**src/rtl/wishbone_read_master.sv**
```systemverilog
// -----------------------------------------------------------------------------
// wishbone_read_master
//
// Wishbone classic initiator. Takes one little-endian request at a time from
// the core, runs it as a big-endian bus cycle and returns exactly one response.
// Retry terminations are re-issued in-block after a one-cycle backoff. Retry
// exhaustion, error terminations and (optionally) timeouts all come back as
// a response with rsp_err_o set.
//
// Optional feature: define WB_MASTER_TIMEOUT_EN to abort a bus cycle after
// TIMEOUT_CYCLES strobe cycles that see no termination. When it is not defined,
// the block waits in BUS indefinitely.
//
// Parameters:
//   MAX_RETRIES     re-issues allowed after rty_i (0 = first rty_i is an error)
//   TIMEOUT_CYCLES  strobe cycles before abort (1..255, timeout build only)
//
// Ports:
//   clk_i, rst_ni                clock, asynchronous active-low reset
//   req_valid_i / req_ready_o    request handshake
//   req_addr_i, req_we_i,
//   req_sel_i, req_wdata_i       request payload (little-endian)
//   rsp_valid_o / rsp_ready_i    response handshake
//   rsp_rdata_o, rsp_err_o       response payload (little-endian)
//   cyc_o, stb_o, we_o, adr_o,
//   sel_o, dat_o                 Wishbone outputs (big-endian lanes)
//   dat_i, ack_i, err_i, rty_i   Wishbone inputs
//   dbg_state                    current FSM state (IDLE=0 BUS=1 BACKOFF=2 RESP=3)
//
// Handshakes: a transfer happens on a rising edge where valid and ready are
// both high. Valid, once raised, stays high with a stable payload until that
// edge; ready may change freely.
// -----------------------------------------------------------------------------
module wishbone_read_master #(
   parameter int MAX_RETRIES    = 3,
   parameter int TIMEOUT_CYCLES = 255
) (
   input  logic        clk_i,
   input  logic        rst_ni,
   input  logic        req_valid_i,
   output logic        req_ready_o,
   input  logic [31:0] req_addr_i,
   input  logic        req_we_i,
   input  logic [3:0]  req_sel_i,
   input  logic [31:0] req_wdata_i,
   output logic        rsp_valid_o,
   input  logic        rsp_ready_i,
   output logic [31:0] rsp_rdata_o,
   output logic        rsp_err_o,
   output logic        cyc_o,
   output logic        stb_o,
   output logic        we_o,
   output logic [31:0] adr_o,
   output logic [3:0]  sel_o,
   output logic [31:0] dat_o,
   input  logic [31:0] dat_i,
   input  logic        ack_i,
   input  logic        err_i,
   input  logic        rty_i,
   output logic [1:0]  dbg_state
);

   typedef enum logic [1:0] {
      IDLE    = 2'd0,
      BUS     = 2'd1,
      BACKOFF = 2'd2,
      RESP    = 2'd3
   } state_t;

   state_t     state;
   logic       we_lat;     // we_o is forced low outside BUS, so keep the request's we here
   logic [7:0] retry_cnt;
   logic       tmo_hit;
   logic       unused_bits;

   assign dbg_state = state;

   function automatic logic [31:0] swap32(input logic [31:0] d);
      return {d[7:0], d[15:8], d[23:16], d[31:24]};
   endfunction

   function automatic logic [3:0] swap4(input logic [3:0] s);
      return {s[0], s[1], s[2], s[3]};
   endfunction

`ifdef WB_MASTER_TIMEOUT_EN
   localparam logic [7:0] TMO_LAST = 8'(TIMEOUT_CYCLES - 1);
   logic [7:0] tmo_cnt;

   // Held at zero outside BUS, so every entry to BUS (first issue or retry)
   // starts a fresh count. The count equals the number of termination-free
   // BUS cycles already seen; the abort fires on the TIMEOUT_CYCLES-th one.
   always_ff @(posedge clk_i or negedge rst_ni) begin
      if (!rst_ni) begin
         tmo_cnt <= 8'd0;
      end else if (state != BUS) begin
         tmo_cnt <= 8'd0;
      end else if (!(err_i || ack_i || rty_i)) begin
         tmo_cnt <= tmo_cnt + 8'd1;
      end
   end

   assign tmo_hit     = (tmo_cnt == TMO_LAST);
   assign unused_bits = ^req_addr_i[1:0];
`else
   assign tmo_hit     = 1'b0;
   assign unused_bits = ^req_addr_i[1:0] ^ (TIMEOUT_CYCLES == 0);
`endif

   always_ff @(posedge clk_i or negedge rst_ni) begin
      if (!rst_ni) begin
         state       <= IDLE;
         req_ready_o <= 1'b0;
         rsp_valid_o <= 1'b0;
         rsp_rdata_o <= 32'd0;
         rsp_err_o   <= 1'b0;
         cyc_o       <= 1'b0;
         stb_o       <= 1'b0;
         we_o        <= 1'b0;
         adr_o       <= 32'd0;
         sel_o       <= 4'd0;
         dat_o       <= 32'd0;
         we_lat      <= 1'b0;
         retry_cnt   <= 8'd0;
      end else begin
         case (state)
            IDLE: begin
               req_ready_o <= 1'b1;
               if (req_valid_i && req_ready_o) begin
                  adr_o       <= {req_addr_i[31:2], 2'b00};
                  sel_o       <= swap4(req_sel_i);
                  dat_o       <= swap32(req_wdata_i);
                  we_lat      <= req_we_i;
                  we_o        <= req_we_i;
                  cyc_o       <= 1'b1;
                  stb_o       <= 1'b1;
                  retry_cnt   <= 8'd0;
                  req_ready_o <= 1'b0;
                  state       <= BUS;
               end
            end

            BUS: begin
               if (err_i) begin
                  cyc_o       <= 1'b0;
                  stb_o       <= 1'b0;
                  we_o        <= 1'b0;
                  rsp_err_o   <= 1'b1;
                  rsp_rdata_o <= 32'd0;
                  rsp_valid_o <= 1'b1;
                  state       <= RESP;
               end else if (ack_i) begin
                  cyc_o       <= 1'b0;
                  stb_o       <= 1'b0;
                  we_o        <= 1'b0;
                  rsp_err_o   <= 1'b0;
                  rsp_rdata_o <= we_lat ? 32'd0 : swap32(dat_i);
                  rsp_valid_o <= 1'b1;
                  state       <= RESP;
               end else if (rty_i) begin
                  cyc_o <= 1'b0;
                  stb_o <= 1'b0;
                  we_o  <= 1'b0;
                  if (int'(retry_cnt) < MAX_RETRIES) begin
                     retry_cnt <= retry_cnt + 8'd1;
                     state     <= BACKOFF;
                  end else begin
                     rsp_err_o   <= 1'b1;
                     rsp_rdata_o <= 32'd0;
                     rsp_valid_o <= 1'b1;
                     state       <= RESP;
                  end
               end else if (tmo_hit) begin
                  cyc_o       <= 1'b0;
                  stb_o       <= 1'b0;
                  we_o        <= 1'b0;
                  rsp_err_o   <= 1'b1;
                  rsp_rdata_o <= 32'd0;
                  rsp_valid_o <= 1'b1;
                  state       <= RESP;
               end
            end

            // One dead bus cycle, then re-issue the latched request unchanged.
            BACKOFF: begin
               cyc_o <= 1'b1;
               stb_o <= 1'b1;
               we_o  <= we_lat;
               state <= BUS;
            end

            RESP: begin
               if (rsp_ready_i) begin
                  rsp_valid_o <= 1'b0;
                  req_ready_o <= 1'b1;
                  state       <= IDLE;
               end
            end

            default: state <= IDLE;
         endcase
      end
   end

endmodule

```
**config.mk**
```make
export PLATFORM = sky130hd
export DESIGN_NAME = wishbone_read_master
export DESIGN_NICKNAME = d
export VERILOG_FILES = /design/src/rtl/wishbone_read_master.sv
export SDC_FILE = /design/constraint.sdc
export NUM_CORES = 1
export LEC_CHECK = 0
export ABC_AREA = 1
export BUFFER_PORTS_ARGS = -buffer_cell sky130_fd_sc_hd__buf_2
export CORE_AREA = 8 8 109 111
export DETAILED_ROUTE_END_ITERATION = 7
export DIE_AREA = 0 0 117 119
export PLACE_DENSITY = 0.79
export SETUP_SLACK_MARGIN = 0.1
export SLEW_MARGIN = 20
export SYNTH_ARGS = -nofsm -noshare
export SYNTH_HDL_FRONTEND = slang
export SYNTH_SLANG_ARGS = --single-unit
```
**constraint.sdc**
```tcl
create_clock -name clk_i -period 1.7 [get_ports clk_i]
set_input_delay 0.085 -clock clk_i [delete_from_list [all_inputs] [get_ports clk_i]]
set_output_delay 0.085 -clock clk_i [all_outputs]
set_load 0.02 [all_outputs]
```
==> results.py, run 1 <==
metrics = {
    "sta": {
        "rsz0062_at_grt": "no",
        "fin_ws_ps": 176.1,
        "fin_crit_sh_pct": 89.64,
        "fmax_mhz": 656.2,
        "fin_crit_ps": 1524,
        "slew_violations": 0,
        "skew_ps": 11.18,
        "setup-violations-final": 0,
        "finalHoldViolCount": 0,
    },
    "die": {
        "core_um2": 10090,
        "die_h_um": 119,
        "die_w_um": 117,
        "start_util_pct": 45.95,
        "rows": 37,
        "die_area_um2": 13920,
        "io-pin-count": 216,
    },
    "synth": {
        "synth_async_sr_flop_share_pct": 100.0,
        "synthMostInstantiatedCell": "dfrtp_1",
        "syn_inst": 394,
        "syn_avg_cell_area_um2": 11.77,
        "synth.top_cell.area_share_pct": 61.52,
        "syn_area_um2": 4637,
        "synth_top_cells_by_count": "114 x dfrtp_1, 75 x nand3_1, 66 x nand2_1, 59 x mux2_2, 16 x inv_1",
        "synth_top_area_cell": "dfrtp_1",
        "synth_cell_types": 20,
        "ys_ff_latch": 114,
        "synth_edf_count": 0,
        "synth_area_leaders": "dfrtp_1 62%, mux2_2 14%, nand3_1 8.1%",
        "synth_warnings": 0,
        "yosysSeqAreaShare_pct": 61.52,
        "synthFlopType": "dfrtp_1",
    },
    "clocking": {
        "cts_buffer_depth": 2,
        "cts_tree": "done",
        "numCtsBuffers": 17,
        "clock_latency_ps": 500,
        "cts_htree_levels": 4,
        "cts.root.buffer_cell": "clkbuf_8",
        "clock_sinks": 114,
        "clk_pin_slew_ps": 60,
    },
    "run": {
        "cap_violations": 0,
    },
    "grt": {
        "grt_use_met2_pct": 40.96,
        "grt_usage_pct": 23.20,
        "grt_overflow_total": 0,
        "antenna_found_initial": 0,
        "first_global_vias": 4739,
        "grt_use_met3_pct": 7.327,
        "busiest_layer": "met2",
        "grt_pass1_wl_um": 24810,
        "grt_max_degree": 73,
        "grt_use_met1_pct": 24.74,
    },
    "routing": {
        "vias": 4314,
        "avgRoutedWirePerCell_um": 18.38,
        "drtAntennaViolNets": 0,
        "drt_iter0_drc": 230,
        "first_pass_iters": 4,
        "drc": 0,
        "viasPerCell": 4.947,
        "drt_wl_total_um": 16030,
    },
    "cells_and_area": {
        "nets": 835,
        "drive_gt1_share_pct": 44.63,
        "syn_to_final_growth_pct": 65.00,
    },
    "worst_setup_path": {
        "worstPathArrival_ps": 1900,
        "crit_path_end_kind": "register",
        "critPathKind": "reg2reg",
        "rr_endpoint": "dat_o[2]",
        "rrSetupSlack_ps": 180,
        "timing.rr.start": "dbg_state[1]",
        "cp-startpoint": "dbg_state[1]",
        "r2r_cells": 5,
        "critPathLaunchType": "register",
        "cp_max_fo": 7,
        "cp_data_required_time_ps": 2080,
    },
    "outcome": {
        "status": "complete, no violations",
    },
    "worst_hold_path": {
        "worstHoldPathCells": 5,
        "min_to": "we_o",
        "hold_start": "req_valid_i",
        "hold_class": "in2reg",
    },
    "place": {
        "place_ws_ps": -13.74,
        "routabilityCongestion": 0.8372,
        "post-dp-hpwl_um": 9629,
        "port_buffers": 211,
    },
    "pwr": {
        "pwr_density_cell_nw_per_um2": 1877,
        "vdd_drop_max_mv": 0.8296,
        "p_leak_nw": 4.017,
        "power_mw": 14.36,
    },
}
-- worst max-delay path, cell delays in order, from the launching register on --
cell	delay [ps]
dfrtp_2	440
inv_2	110
ha_4	180
nand3_4	160
buf_4	230
mux2_2	290
-- worst max path at each step --
stage / end / slack (ps) / depth (start not counted)
final: dat_o[2] / 180 / 5
after global routing: dat_o[2] / 110 / 5
after CTS: rsp_rdata_o[9] / 110 / 6
after detailed placement: rsp_rdata_o[9] / -10 / 6
after global placement: rsp_rdata_o[24] / 50 / 6
after floorplan: adr_o[24] / 130 / 6
-- cell usage in the layout, fill, tap and decap left out, types with 5 or more instances in the layout --
| cell type | synthesis | final |
|---|---|---|
| buf_2 | 9 | 210 |
| dfrtp_1 | 114 | 112 |
| dlygate4sd3_1 | 0 | 107 |
| nand3_1 | 75 | 75 |
| nand2_1 | 66 | 66 |
| mux2_2 | 59 | 59 |
| clkbuf_16 | 0 | 16 |
| inv_1 | 16 | 14 |
| nor2_1 | 13 | 13 |
| mux2_4 | 7 | 7 |
| buf_4 | 4 | 7 |
| a21boi_0 | 5 | 5 |
| o21ai_0 | 5 | 5 |
| buf_12 | 0 | 5 |
-- layout make-up --
class                           instances  area, um^2
Multi-Input combinational cell        242        1640
Timing Repair Buffer                  331        2297
Inverter                               16       60.06
Antenna cell                            1       2.502
Tap cell                              136       170.2
Sequential cell                       114        2855
Clock inverter                         12       180.2
Clock buffer                           20       445.4
Fill cell                             619        2441
-- timing repair --
item                                    CTS  global route
endpoints found under the setup margin   47            47
hold endpoints to repair                216             0
resized for setup                         2             4
setup buffers                             1             0
hold buffers                            107             0
cloned                                    0             0
-- per-stage QoR --
stage	cell area (um^2)	std cells	setup TNS (ps)	hold WS, ps	utilization [%]
finish	7651	872	0	57.13	75.81
global route	7649	871	0	48.32	75.79
CTS	7635	871	0	29.86	75.65
detailed placement	5924	731	-23.40	-94.83	58.70
global placement	5924	731	0	-96.81	58.70
floorplan	4656	395	0	-210.6	-
-- sequential cells by signal (all words and copies together), names as in the netlist --
name / count
req_ready_o: 1
we_o: 1
sel_o: 4
stb_o: 1
rsp_err_o: 1
adr_o: 30
rsp_rdata_o: 32
dat_o: 32
rsp_valid_o: 1
retry_cnt: 8
dbg_state: 2
we_lat: 1
-- metal layers --
metal  vias up  share of wire, %
met5         -                 0
met4         0               2.3
met2       229                51
met1      2072                38
li1       1982                 -
met3        31               8.8
-- logic make-up after synthesis --
kind of cell	Yosys count	synth area share, %
other cells	1	0.08087
simple gates	158	15.11
mux	66	16.59
buf+inv	39	3.886
fa+ha+maj	5	1.349
flops	114	61.52
compound gates	11	1.457
-- report_power, final --
group          internal (mW)  switching (mW)
clock network           2.46            1.24
registers               3.93           0.703
logic                   2.37            3.66
No activity file was read; power rests on OpenSTA's default activity.
==> inputs of run 2 (changes only) <==
--- a/config.mk
+++ b/config.mk
@@ -7,10 +7,12 @@
 export LEC_CHECK = 0
 export ABC_AREA = 1
 export BUFFER_PORTS_ARGS = -buffer_cell sky130_fd_sc_hd__buf_2
-export CORE_AREA = 8 8 109 111
+export CELL_PAD_IN_SITES_DETAIL_PLACEMENT = 0
+export CELL_PAD_IN_SITES_GLOBAL_PLACEMENT = 2
+export CORE_AREA = 8 8 138 140
 export DETAILED_ROUTE_END_ITERATION = 7
-export DIE_AREA = 0 0 117 119
-export PLACE_DENSITY = 0.79
+export DIE_AREA = 0 0 146 148
+export PLACE_DENSITY_LB_ADDON = 0.1
 export SETUP_SLACK_MARGIN = 0.1
 export SLEW_MARGIN = 20
 export SYNTH_ARGS = -nofsm -noshare
==> results.py, run 2 (synthesis gave the netlist of run 1 again) <==
metrics = {
    "cells_and_area": {
        "syn_to_final_growth_pct": 65.30,
        "final_common_cell": "buf_2",
        "drive_gt1_share_pct": 45.13,
        "most-common-layout-cells": "210 x buf_2, 112 x dfrtp_1, 100 x dlygate4sd3_1",
        "reg.largest.list": "dat_o (32), rsp_rdata_o (32), adr_o (30)",
        "nets": 830,
    },
    "pwr": {
        "vdd_drop_max_mv": 0.7199,
        "power_mw": 13.86,
        "pwr_density_cell_nw_per_um2": 1809,
        "p_leak_nw": 3.988,
    },
    "grt": {
        "grt_use_met3_pct": 6.848,
        "grt_overflow_total": 0,
        "grt_pass1_wl_um": 24090,
        "grt_usage_pct": 13.96,
        "antenna_found_initial": 2,
        "busiest_layer": "met2",
        "grt_max_degree": 49,
        "first_global_vias": 4484,
        "grt_use_met2_pct": 21.53,
        "grt_use_met1_pct": 16.58,
    },
    "run": {
        "cap_violations": 0,
    },
    "sta": {
        "fin_ws_ps": 183.5,
        "setup-violations-final": 0,
        "finalHoldWorstSlack_ps": 33.53,
        "skew_ps": 10.38,
        "rsz0062_at_grt": "no",
        "slew_violations": 0,
        "fmax_mhz": 659.4,
        "finalHoldViolCount": 0,
        "fin_tns_setup_ps": 0,
        "fin_crit_sh_pct": 89.21,
        "fin_crit_ps": 1517,
    },
    "die": {
        "die_area_um2": 21610,
        "core_um2": 16940,
        "start_util_pct": 27.38,
        "die_h_um": 148,
        "io-pin-count": 216,
        "die_w_um": 146,
        "rows": 48,
    },
    "clocking": {
        "clk_pin_slew_ps": 50,
        "clock_latency_ps": 410,
        "clock_sinks": 114,
        "cts_tree": "done",
        "numCtsBuffers": 17,
        "cts_setup_buffers": 0,
        "cts_buffer_depth": 2,
        "cts_htree_levels": 4,
        "cts.root.buffer_cell": "clkbuf_16",
    },
    "place": {
        "port_buffers": 211,
        "post-dp-hpwl_um": 10350,
        "routabilityCongestion": 0.7279,
        "place_ws_ps": -18.25,
    },
    "worst_setup_path": {
        "critPathKind": "reg2reg",
        "cp_data_required_time_ps": 1990,
        "cp_max_fo": 10,
        "critPathLaunchType": "register",
        "cpLargestDelayFamily": "flip-flops",
        "crit_slowest_cell": "dfrtp_2",
        "crit_path_end_kind": "register",
        "path_cells": "inv_1 -> ha_4 -> nand3_4 -> buf_4 -> mux2_4",
        "worstPathArrival_ps": 1800,
        "cp_slowest_stage_delay_ps": 400,
        "path_buf_inv": 2,
    },
    "routing": {
        "avgRoutedWirePerCell_um": 15.46,
        "first_pass_iters": 4,
        "drt_wl_total_um": 14770,
        "drtAntennaViolNets": 0,
        "viasPerCell": 4.265,
        "drt_iter0_drc": 94,
        "drc": 0,
        "vias": 4073,
    },
    "worst_hold_path": {
        "hold_class": "in2reg",
    },
    "outcome": {
        "status": "complete, no violations",
    },
}
-- run 2: changes by cell type in the layout (fill, tap and decap cells not counted), sizes merged --
cell and delta:
buf +1, clkbuf +1, dlygate4sd3 -7, clkinv +2, inv -1, bufinv -2
-- run 2: final cells by class --
| cell class | count | area [um^2] |
|---|---|---|
| fillers | 1609 | 9271 |
| flip-flops and latches | 114 | 2855 |
| repair buffers | 326 | 2255 |
| multi-input cells | 242 | 1650 |
| clock buffers | 20 | 446.7 |
| well taps | 225 | 281.5 |
| clock inverters | 11 | 113.9 |
| inverters | 16 | 60.06 |
| diodes | 1 | 2.502 |
-- run 2: final timing paths --
path	to	startpoint	cells after the start	slack, ps
min	req_ready_o	rsp_ready_i	3	30
min reg2reg	we_o	we_o	2	470
min in group asynchronous	dat_o[25]	rst_ni	2	160
max in group asynchronous	adr_o[6]	rst_ni	3	930
max	adr_o[25]	dbg_state[1]	5	180
max reg2reg	adr_o[25]	dbg_state[1]	5	180
-- run 2: repair_timing --
item,4_1_cts,5_1_grt
gates resized for setup,1,8
hold endpoints to repair,158,0
endpoints found under the setup margin,38,74
gates cloned,0,1
hold buffers,100,0
pin swaps,0,0
-- run 2: power breakdown --
group | switching, mW | internal, mW
sequential | 0.581 | 3.93
clock | 1.20 | 2.17
combinational | 3.59 | 2.41
-- run 2: routing by layer --
layer  vias up  wire length (um)
li1       1970                 -
met1      1923              6553
met2       156              6661
met3        20              1301
met4         4               228
met5         -                23
-- run 2: per-stage QoR --
step                      cells  utilization (%)  instance area, um^2
final                       955            45.26                 7665
after global routing        954            45.24                 7662
after CTS                   953            44.89                 7602
after detailed placement    822            35.65                 6038
after global placement      822            35.65                 6038
after floorplan             395                -                 4656
-- run 2: worst register-to-register path, stage by stage (launching register included) --
cell	delay [ps]
dfrtp_2	400
inv_1	140
ha_4	200
nand3_4	120
buf_4	230
mux2_4	310
